### config.mk
export PLATFORM = sky130hd
export DESIGN_NAME = controle_pc
export DESIGN_NICKNAME = d
export VERILOG_FILES = /design/src/rtl/controle_pc.sv
export SDC_FILE = /design/constraint.sdc
export NUM_CORES = 1
export LEC_CHECK = 0
export CORE_UTILIZATION = 44
export CTS_BUF_LIST = sky130_fd_sc_hd__clkbuf_4 sky130_fd_sc_hd__clkbuf_8
export CTS_CLUSTER_SIZE = 12
export DETAILED_ROUTE_END_ITERATION = 8
export GPL_TIMING_DRIVEN = 0
export PLACE_DENSITY = 0.82
export SLEW_MARGIN = 20
export SYNTH_ARGS = -nofsm -noshare
export SYNTH_HDL_FRONTEND = slang
export SYNTH_SLANG_ARGS = --single-unit
### constraint.sdc
create_clock -name clk -period 2.1 [get_ports clk]
set_input_delay 0.525 -clock clk [delete_from_list [all_inputs] [get_ports clk]]
set_output_delay 0.525 -clock clk [all_outputs]
set_load 0.05 [all_outputs]
### src/rtl/controle_pc.sv
// controle_pc: next-PC sequencer and req/ack instruction-fetch controller.
// Define CONTROLE_PC_PERF_EN to add Taken_Count / Timeout_Count perf ports.
module controle_pc #(
  parameter logic [31:0] RESET_PC = 32'h0000_0000,
  parameter logic [31:0] PC_STEP  = 32'd4,
  parameter logic [3:0]  MAX_WAIT = 4'd15
) (
  input  logic        clk,
  input  logic        rst_n,
  input  logic        Branch,
  input  logic        Zero,
  input  logic [31:0] Branch_Target,
  input  logic        Stall,
  output logic        Imem_Req,
  output logic [31:0] Imem_Addr,
  input  logic        Imem_Ack,
  input  logic [31:0] Imem_Data,
  output logic [31:0] Instr,
  output logic        Instr_Valid,
  input  logic        Instr_Ready,
  output logic [31:0] Pc,
`ifdef CONTROLE_PC_PERF_EN
  output logic [15:0] Taken_Count,
  output logic [7:0]  Timeout_Count,
`endif
  output logic        Timeout_Err
);

  typedef enum logic [1:0] {
    S_IDLE,
    S_REQ,
    S_WAIT,
    S_OUT
  } state_t;

  state_t      state, state_nx;
  logic [3:0]  wait_cnt, cnt_nx;
  logic [31:0] pc_nx, instr_nx;
  logic        req_nx, valid_nx, err_nx;
  logic        accept, taken, timeout;

  assign accept  = (state == S_OUT) & Instr_Valid
                 & Instr_Ready & !Stall;
  assign taken   = Branch & Zero;
  // An ack in the expiring cycle wins over the timeout.
  assign timeout = (state == S_WAIT) & !Imem_Ack
                 & (wait_cnt == MAX_WAIT - 4'd1);

  assign Imem_Addr = Pc;

  always_comb begin
    state_nx = state;
    cnt_nx   = wait_cnt;
    pc_nx    = Pc;
    req_nx   = Imem_Req;
    instr_nx = Instr;
    valid_nx = Instr_Valid;
    err_nx   = Timeout_Err;
    unique case (state)
      S_IDLE: begin
        if (!Stall) state_nx = S_REQ;
      end
      S_REQ: begin
        req_nx   = 1'b1;
        cnt_nx   = 4'd0;
        state_nx = S_WAIT;
      end
      S_WAIT: begin
        if (Imem_Ack) begin
          instr_nx = Imem_Data;
          valid_nx = 1'b1;
          req_nx   = 1'b0;
          state_nx = S_OUT;
        end else if (timeout) begin
          req_nx   = 1'b0;
          err_nx   = 1'b1;
          state_nx = S_IDLE;
        end else begin
          cnt_nx = wait_cnt + 4'd1;
        end
      end
      S_OUT: begin
        if (accept) begin
          valid_nx = 1'b0;
          pc_nx    = taken ? (Branch_Target & 32'hFFFF_FFFC)
                           : Pc + PC_STEP;
          state_nx = S_REQ;
        end
      end
      default: state_nx = S_IDLE;
    endcase
  end

  always_ff @(posedge clk or negedge rst_n) begin
    if (!rst_n) begin
      state       <= S_IDLE;
      wait_cnt    <= 4'd0;
      Pc          <= RESET_PC;
      Imem_Req    <= 1'b0;
      Instr       <= 32'h0;
      Instr_Valid <= 1'b0;
      Timeout_Err <= 1'b0;
    end else begin
      state       <= state_nx;
      wait_cnt    <= cnt_nx;
      Pc          <= pc_nx;
      Imem_Req    <= req_nx;
      Instr       <= instr_nx;
      Instr_Valid <= valid_nx;
      Timeout_Err <= err_nx;
    end
  end

`ifdef CONTROLE_PC_PERF_EN
  always_ff @(posedge clk or negedge rst_n) begin
    if (!rst_n) begin
      Taken_Count   <= 16'h0;
      Timeout_Count <= 8'h0;
    end else begin
      if (accept && taken && Taken_Count != 16'hFFFF)
        Taken_Count <= Taken_Count + 16'd1;
      if (timeout && Timeout_Count != 8'hFF)
        Timeout_Count <= Timeout_Count + 8'd1;
    end
  end
`endif

endmodule

# [Word level (Yosys, flattened, before mapping)]
# Cells that the tools add are included.
[totals] elab_cells=53 register_bits=73 mem_bits_rw=0 out_inout_bits=99 inputBits=71 latchBits=0 mem_bits_ro=0 n_memories=0
[classes] n_div=0 n_shift=0 n_mux=15 eq_ne=10 multipliers=0 bitwise=7 magnitude_cmp=0 n_reduce_logical=12 addsub=2
[ops] operator="adder 32 x 3 -> 32 bit, second input constant" n=1
[ops] operator="2-to-1 mux 32 bit" n=1
[ops] operator="AND reduction 3 bit" n=4
[ops] operator="inequality test 2 bit, second input constant" n=5
[ops] operator="2-to-1 mux 2 bit" n=4
[ops] operator="2-to-1 mux 4 bit" n=2
[ops] operator="one-hot mux 2 bit (4 select lines)" n=1
[ops] operator="one-hot mux 4 bit (2 select lines)" n=1
[ops] operator="AND 1 bit" n=6
[ops] operator="AND reduction 2 bit" n=3
[ops] operator="adder 4 x 1 -> 4 bit, second input constant" n=1
[ops] operator="== test 2 bit, second input constant" n=2
[ops] operator="== test 4 bit, second input constant" n=1
[ops] operator="2-to-1 mux 1 bit" n=4
[ops] operator="one-hot mux 1 bit (2 select lines)" n=2
[ops] operator="nonzero test 2 bit" n=2
[ops] operator="inequality test 3 bit, second input constant" n=1
[ops] operator="== test 2 x 1 -> 1 bit, second input constant" n=1
[ops] operator="zero test 1 bit" n=2
[ops] operator="zero test 2 bit" n=1
[ops] operator="NOT 1 bit" n=1

# [Longest topological paths before layout]
[logic_depth] ltp_word=6 mapped_depth=7 ltp_nobuf=6

# [Least setup slack after synthesis]
# Ideal clock, no wire load.
[synth_path] path_kind="register to register" from="reg Pc[2] (netlist: Imem_Addr[2])" to="reg Pc[30] (netlist: Imem_Addr[30])" path_buffers=1 setup_ns=0.140 path_stages_with_launch=7 synth_period_minus_slack_ns=2.317 arrival_time_ns=2.176 required_ns=1.960 path_slack_ns=-0.217 cell_sequence="dfrtp_1 > ha_1 > nand4_4 > or4_4 > buf_6 > o311ai_1 > o211ai_1"
[synth_via] elab_chain_len=2
[synth_rtl] element="start, declared" line_no="21" source="output logic [31:0] Pc,"
[synth_rtl] element="start signal, assigned" line_no="106" source="Pc <= pc_nx;"
[synth_rtl] element="adder 32 x 3 -> 32 bit" line_no="86" source=": Pc + PC_STEP;"
[synth_rtl] element="2-to-1 mux 32 bit" line_no="85" source="pc_nx = taken ? (Branch_Target & 32'hFFFF_FFFC)"
# No other way between the ends.
# A chain may end at the register's enable or synchronous reset.

# [Final worst setup path]
[layout_path] from="reg Instr[23]" to="out Instr[23]"
[layout_rtl] element="start, declared" line_no="18" source="output logic [31:0] Instr,"
[layout_rtl] element="start signal, assigned" line_no="108" source="Instr <= instr_nx;"
# No word-level cell between the ends.

==> metrics.md <==
| Metric | Value |
|---|---|
| Status | finished, violations left |
| Failing checks | DRC |
| Num CTS Buffers | 9 |
| Achievable frequency | 485.1 MHz |
| Number of port buffers | 163 |
| Top delay family on crit path | buffers and inverters |
| GR Overflow Total | 0 |
| Critical path peak fanout | 2 |
| Drt wl/cell | 17.77 um |
| #FFs+latches synth | 71 |
| Power Density | 1245 mW/mm2 |
| Number of synthesis warnings | 0 |
| Final net count | 667 |
| Slew Viols, Final | 0 |
| Min Tclk post-route | 2.061 ns |
| WP buf/inv | 1 |
| Worst setup margin | 0.03873 ns |
| R2r setup slk | 0.05 ns |
| Placed Area | 0.005856 mm2 |
| 1st-iter DRT viols | 269 |
| Slowest cell delay on critical path | 0.81 ns |
| Root Buffer | clkbuf_8 |
| ANT nets after route | 0 |
| Clk slew on worst S/H paths | 0.09 ns |
| N_diodes | 0 |
| Layout cells sized above 1 | 0.2155 |
| Area Overhead vs Synth | 50.93% |
| Routability cong. | 0.9182 |
| Post-synth ARST share | 1.000 |
| Core area | 0.008806 mm2 |
| IO Count | 170 |
| Fillers | 696 |
| First-pass detailed-route iteration total | 7 |
| Final Hold Vio Count | 0 |
| Relative slew slack | 0.5552 |
| WP data required | 1.57 ns |
| DP Worst Slack | -0.8261 ns |
| Clock Tree Buf Depth | 2 |
| TritonCTS clock tree | yes |
| CTS H-tree depth | 3 |
| Main synth FF type | dfrtp_1 |
| Chip Height | 97.81 um |
| Vias in the first global route | 4172 |
| Initial Util | 0.4587 |
| Post-synth EDFFs | 0 |
| Die area | 0.009567 mm2 |
| Remaining DRCs | 18 |
| Worst endpoint data arrival time | 1.54 ns |
| Critical setup path kind | reg2out |
| First-pass GRT wire length | 20400 um |
| Leak | 2.650 nW |
| Die width | 97.81 um |
| GRT Overall Usage | 0.2646 |
| Setup Skew | 0.01931 ns |
| Crit path launch type | flip-flop |
| Worst setup EP type | output port |
| Worst min-delay path category | in2async |
| Hold slack | 0.04138 ns |
| Via count | 4066 |
| Clock Latency Late Sink | 0.36 ns |
| Final setup viols | 0 |
| CP max-delay cell | clkdlybuf4s50_1 |
| Final instance area | 0.006096 mm2 |
| Post-Route WL | 12470 um |
| Max Cap Viol | 0 |
| Critical R2R Capture | Imem_Addr[31] |
| Crit Reg-Reg Startpoint | Imem_Addr[12] |
| Max VDD drop | 1.125 mV |
| Number of distinct library cells after synthesis | 55 |
| Final Cycle Share | 0.9816 |
| Mapped Area | 0.004039 mm2 |
| FF-to-FF path depth | 5 |
| Post-synthesis cell count | 408 |
| Worst Tran Pin Value | 0.6616 ns |
| HPWL after DPL | 9111 um |
| Clock Sinks | 71 |
| Initial antenna violation count | 0 |
| Crit-path cells | clkdlybuf4s50_1 |
| Post-synthesis average cell area | 9.899 um2 |
| Row count | 34 |
| Via/cell ratio | 5.792 |
| Accumulated negative setup slack | 0 ns |
| Seq/Total Area, Yosys | 0.4399 |
| Largest net degree at the start of global routing | 56 |
## cell usage in the layout, fill, tap and decap left out, drive strengths merged, types with 6 or more instances in the layout
master and count:
inv 8, o311ai 6, nand4 9, mux2 33, o21ai 12, a21oi 31
clkbuf 25, o211ai 8, dlygate4sd2 59, clkdlybuf4s50 94, nor3 8, o22ai 8
nand3 27, dlymetal6s2s 6, or3 11, dfrtp 71, buf 50, and3 14
nor4 9, nor2 10, ha 7, nand2 23
## cell type report
class / instances / area (um2) / share of cell area
multi-input combinational: 272 / 1919 / 0.3149
sequential: 71 / 1788 / 0.2933
timing repair buffer: 170 / 1643 / 0.2695
buffer: 57 / 372.9 / 0.06117
clock buffer: 10 / 137.6 / 0.02258
tap: 108 / 135.1 / 0.02217
clock inverter: 6 / 70.07 / 0.01149
inverter: 8 / 30.03 / 0.004926
## cells in the mapped netlist (3+ instances only)
cell type | number | area share
or3_1 | 11 | 0.017
ha_1 | 7 | 0.022
o22ai_1 | 8 | 0.012
mux2_2 | 33 | 0.092
nor3_1 | 8 | 0.0099
nand3_1 | 25 | 0.031
a21o_1 | 3 | 0.0056
nor4_1 | 9 | 0.014
clkbuf_1 | 18 | 0.017
o311ai_0 | 4 | 0.0087
nor2_1 | 10 | 0.0093
a311oi_1 | 4 | 0.0087
and3_1 | 14 | 0.022
o21ai_0 | 12 | 0.015
and2_1 | 5 | 0.0077
buf_1 | 4 | 0.0037
buf_4 | 34 | 0.063
a21oi_1 | 31 | 0.038
nand2_1 | 23 | 0.021
nand4_1 | 7 | 0.011
inv_1 | 8 | 0.0074
dfrtp_1 | 71 | 0.44
a2bb2oi_1 | 4 | 0.0087
a31oi_1 | 4 | 0.0062
a211oi_1 | 3 | 0.0056
o211ai_1 | 8 | 0.015
## registers in the layout (all words and copies together) (netlist names)
signal       flops
state            2
Instr           32
Imem_Addr       30
Timeout_Err      1
Imem_Req         1
Instr_Valid      1
wait_cnt         4
## power breakdown
part | switching (W) | internal (W)
sequential | 0.000420 | 0.00183
clock | 0.000578 | 0.000585
combinational | 0.00271 | 0.00146
## what timing repair did
action / 4_1_cts / 5_1_grt
hold buffers: 0 / 0
pin swaps: 0 / 1
endpoints found under the setup margin: 118 / 56
resized for setup: 71 / 22
buffers inserted: 0 / 6
## metal layers
layer	wire length, um	GRT usage
met1	4879	0.3236
met2	6141	0.4490
met3	1212	0.07230
met4	238	0.09557
met5	0	0
## how the worst max path moves through the flow
stage                  from       endpoint  slack, ns  depth (start not counted)
6_report          Instr[23]      Instr[23]       0.04                          1
5_1_grt            state[0]   Imem_Addr[3]     -0.007                          5
4_1_cts        Imem_Addr[2]  Imem_Addr[30]      -0.01                          6
3_5_place_dp          Stall  Imem_Addr[30]      -0.83                          7
3_3_place_gp          rst_n   Imem_Addr[4]      -2.30                          1
2_1_floorplan  Imem_Addr[3]  Imem_Addr[30]      -0.01                          6
## logic make-up after synthesis
family	share of synthesized area
compound gates	0.1571
buf+inv	0.09913
mux	0.09697
other cells	0.0009285
simple gates	0.1843
fa+ha+maj	0.02168
flops	0.4399
## stage by stage
stage               power, W  cells  utilization
floorplan           0.005025    411            -
CTS                 0.007569    699       0.6816
detailed placement  0.006554    683       0.6650
global route        0.007913    702       0.6922
global placement    0.006432    682       0.6621
finish              0.007587    702       0.6922
No activity file was read; power rests on OpenSTA's default activity.
